File: src/rtl/ex_mem_pkg.sv
// Shared constants and the pipeline-register action encoding used by ex_mem
// (and later mem_wb).
package ex_mem_pkg;

  localparam logic RST_ENABLE    = 1'b0;
  localparam logic WRITE_DISABLE = 1'b0;
  localparam int   STALL_EX      = 3;
  localparam int   STALL_MEM     = 4;

  // One-hot so downstream logic can test a single bit per action.
  typedef enum logic [4:0] {
    ACT_RESET   = 5'b00001,
    ACT_FLUSH   = 5'b00010,
    ACT_BUBBLE  = 5'b00100,
    ACT_HOLD    = 5'b01000,
    ACT_ADVANCE = 5'b10000
  } pipe_act_e;

endpackage

File: src/rtl/ex_mem_pipe_ctl.sv
// Decodes reset, flush and the two relevant stall bits into one pipeline
// register action, in strict priority order.
module pipe_ctl
  import ex_mem_pkg::*;
(
  input  logic      rst,
  input  logic      flush,
  input  logic      stall_cur,
  input  logic      stall_next,
  output pipe_act_e act
);

  always_comb begin
    // NOTE: assign a default before any branch so no path leaves act unassigned (no latch).
    act = ACT_ADVANCE;
    if (rst == RST_ENABLE) begin
      act = ACT_RESET;
    end else if (flush) begin
      act = ACT_FLUSH;
    end else if (stall_cur && !stall_next) begin
      act = ACT_BUBBLE;
    end else if (stall_next) begin
      // A later stage stalled alone never comes from ctrl; freezing is the safe reading.
      act = ACT_HOLD;
    end
  end

endmodule

File: src/rtl/ex_mem.sv
// EX->MEM pipeline register, including the MADD/MSUB accumulation state
// that is fed back to EX across its two-cycle stall.
module ex_mem
  import ex_mem_pkg::*;
#(
  parameter int DATA_W  = 32,
  parameter int ADDR_W  = 5,
  parameter int STALL_W = 6
) (
  input  logic                clk,
  input  logic                rst,
  input  logic [STALL_W-1:0]  stall,
  input  logic                flush,
  input  logic [ADDR_W-1:0]   ex_wd,
  input  logic                ex_wreg,
  input  logic [DATA_W-1:0]   ex_wdata,
  input  logic [DATA_W-1:0]   ex_hi,
  input  logic [DATA_W-1:0]   ex_lo,
  input  logic                ex_whilo,
  input  logic [2*DATA_W-1:0] hilo_i,
  input  logic [1:0]          cnt_i,
  output logic [ADDR_W-1:0]   mem_wd,
  output logic                mem_wreg,
  output logic [DATA_W-1:0]   mem_wdata,
  output logic [DATA_W-1:0]   mem_hi,
  output logic [DATA_W-1:0]   mem_lo,
  output logic                mem_whilo,
  output logic [2*DATA_W-1:0] hilo_o,
  output logic [1:0]          cnt_o
);

  pipe_act_e act;

  pipe_ctl u_pipe_ctl (
    .rst        (rst),
    .flush      (flush),
    .stall_cur  (stall[STALL_EX]),
    .stall_next (stall[STALL_MEM]),
    .act        (act)
  );

  always_ff @(posedge clk) begin
    // NOTE: registers are updated with <= so every flop samples pre-edge values.
    unique case (act)
      ACT_RESET, ACT_FLUSH: begin
        mem_wd    <= '0;
        mem_wreg  <= WRITE_DISABLE;
        mem_wdata <= '0;
        mem_hi    <= '0;
        mem_lo    <= '0;
        mem_whilo <= WRITE_DISABLE;
        hilo_o    <= '0;
        cnt_o     <= '0;
      end
      ACT_BUBBLE: begin
        // MEM gets a NOP while EX's half-done accumulation is parked here.
        mem_wd    <= '0;
        mem_wreg  <= WRITE_DISABLE;
        mem_wdata <= '0;
        mem_hi    <= '0;
        mem_lo    <= '0;
        mem_whilo <= WRITE_DISABLE;
        hilo_o    <= hilo_i;
        cnt_o     <= cnt_i;
      end
      ACT_ADVANCE: begin
        mem_wd    <= ex_wd;
        mem_wreg  <= ex_wreg;
        mem_wdata <= ex_wdata;
        mem_hi    <= ex_hi;
        mem_lo    <= ex_lo;
        mem_whilo <= ex_whilo;
        hilo_o    <= '0;
        cnt_o     <= '0;
      end
      default: ; // ACT_HOLD keeps every register
    endcase
  end

endmodule

File: config.mk
export PLATFORM = sky130hd
export DESIGN_NAME = ex_mem
export DESIGN_NICKNAME = d
export VERILOG_FILES = /design/src/rtl/ex_mem_pkg.sv /design/src/rtl/ex_mem_pipe_ctl.sv /design/src/rtl/ex_mem.sv
export SDC_FILE = /design/constraint.sdc
export NUM_CORES = 1
export LEC_CHECK = 0
export BUFFER_PORTS_ARGS = -buffer_cell sky130_fd_sc_hd__buf_2
export CAP_MARGIN = 40
export CORE_AREA = 2 2 134 136
export DETAILED_ROUTE_END_ITERATION = 8
export DIE_AREA = 0 0 136 138
export PLACE_DENSITY = 0.68
export SYNTH_ARGS = -nofsm -noshare
export SYNTH_HDL_FRONTEND = slang
export SYNTH_SLANG_ARGS = --single-unit
File: constraint.sdc
create_clock -name clk -period 9.1 [get_ports clk]
set_input_delay 0.455 -clock clk [delete_from_list [all_inputs] [get_ports clk]]
set_output_delay 0.455 -clock clk [all_outputs]
set_load 0.05 [all_outputs]
==> flow_summary.toml <==
[status]
status = "finished, final reports clean"

[timing]
setup_slack_ns = 7.25
hold_ws_ns = 0.302
setup_viol = 0
tns_ns = 0
max_freq_ghz = 0.540
timing_hold_violations_final = 0
slew_headroom_pct = 45.3
post-route-period-util_pct = 20.3
drv_slew = 0
tightest_slew_ns = 0.821
min_period_ns = 1.85
rsz0062_at_grt = "false"

[layout]
fin_util_pct = 50.8
nFillCells = 1572
nets = 888
drive_above_1_share_pct = 52.8
final_common_cell = "buf_2"
final_cells = 954
area_delta_synth_final_pct = 38.6
postLayoutCellArea_sq_mm = 0.00891
mostFrequentLayoutCells = "buf_2 (342), edfxtp_1 (169), and2_1 (103)"

[route]
routed_wl_mm = 15.6
wire_per_inst_um = 16.3
vias = 4347
first_pass_iters = 4
viasPerCell = 4.56
drc = 0
drt.antenna.violating_nets = 0
drt_iter0_markers = 152

[floorplan]
num_rows = 49
die_w_um = 136
start_util_pct = 36.6
die_h_um = 138
pin_count = 347
core_area_sq_mm = 0.0175
die-area_sq_mm = 0.0188

[global_routing]
grt_start_max_net_pins = 104
grt_pass1_vias = 4403
grt_util_all_layers_pct = 16.3
grt_pass1_wl_mm = 23.2
antenna_found_initial = 3
grt_overflow = 0

[pwr]
p_int_mw = 1.35
peakVddDrop_v = 0.000118
p_leak_nw = 4.18
power.total_mw = 1.90
swShare_pct = 28.6
p_clk_share_pct = 36.6
combPwrFrac_pct = 15.2
powerDensity_mw_per_mm2 = 213
netSwitchingPower_mw = 0.542
p_seq_share_pct = 48.2

[cts]
cts_tree = "built"
post_cts_buffers = 0
clk_path_buf_depth = 2
ctsHoldBuffers = 0
htreeDepth = 4
cts-resized-gates = 0
cts_buffers = 17
clk_pin_slew_worst_paths_ns = 0.07
clock_sinks = 169
root_buffer = "clkbuf_16"

[setup_path]
max_stage_delay_ns = 0.53
worstPathMaxFanout = 74
worstPathRequired_ns = 9.17
cp.arrival_ns = 1.92
cpMaxStageDelayCell = "nand3b_1"
cp_num_buf_inv = 3
crit_type = "in2reg"
cp-start-kind = "input pin"
crit_family = "buffers and inverters"
cp_cell_sequence = "buf_2 -> nand3b_1 -> buf_4 -> buf_16"
cp-end-kind = "register"

[synth]
netlist.area_leader.share_pct = 79.0
syn-num-nets = 546
synthDistinctLibCells = 11
synth.area.top_cells = "edfxtp_1 (79%), and2_1 (10%), nor3b_1 (7.7%)"
synthCells = 368
yosysWarningCount = 0
syn_area_sq_mm = 0.00643
yosysSeqAreaShare_pct = 79.0
yosys_register_bits = 169
yosysTopAreaCell = "edfxtp_1"
avgSynthCellArea_sq_um = 17.5

[placed_design]
place_inst = 920
port_buffers = 342
dp_hpwl_mm = 11.4
dp_slack_ns = 6.82
place.gp.congestion = 0.777
dpl_cell_area_sq_mm = 0.00834

[hold_path]
min_path_type = "in2reg"

[flow_run]
drv_cap = 0
-- power by group through the flow --
stage                     registers [mW]  logic, mW  clock network, mW
after floorplan                     1.10     0.0341                  0
after global placement             0.930      0.287                  0
after detailed placement           0.931      0.291                  0
after CTS                          0.914      0.291              0.713
after global routing               0.918      0.301              0.744
final                              0.913      0.288              0.695
-- state kept, by name, indices dropped and copies added (netlist names) --
signal     count
hilo_o        64
mem_hi        32
mem_lo        32
mem_wdata     32
mem_wd         5
cnt_o          2
mem_whilo      1
mem_wreg       1
-- final cells by class --
cell class	count	area (sq um)	share of cell area, %
diodes	2	5.00	0.0562
flip-flops and latches	169	5070	57.0
clock inverters	14	139	1.56
clock buffers	18	429	4.82
well taps	229	287	3.22
multi-input cells	174	1200	13.5
repair buffers	348	1780	19.9
-- logic make-up after synthesis --
group,Yosys count,share of synthesized area (%)
DFF,169,79.0
and+or+nand+nor,174,18.5
buffers and inverters,25,2.53
-- synthesized netlist by cell type --
master	count
buf_6	7
clkbuf_1	7
nor3b_1	66
nor2_1	1
buf_2	10
nand2b_1	1
nand3b_1	2
buf_4	1
and2_1	103
nor4b_4	1
edfxtp_1	169
-- final timing paths --
check / from / to / slack [ns] / cells past startpoint
max: stall[4] / mem_lo[8] / 7.25 / 4
min: ex_hi[10] / mem_hi[10] / 0.30 / 2
-- routing by layer --
metal	vias to the layer above	track usage (%)	part of all wire, %
met3	31	7.44	12
met4	2	7.68	2.9
met2	258	27.1	49
li1	2024	-	-
met1	2032	17.7	36
met5	-	0	0.083
(Power assumes the default switching activity.)
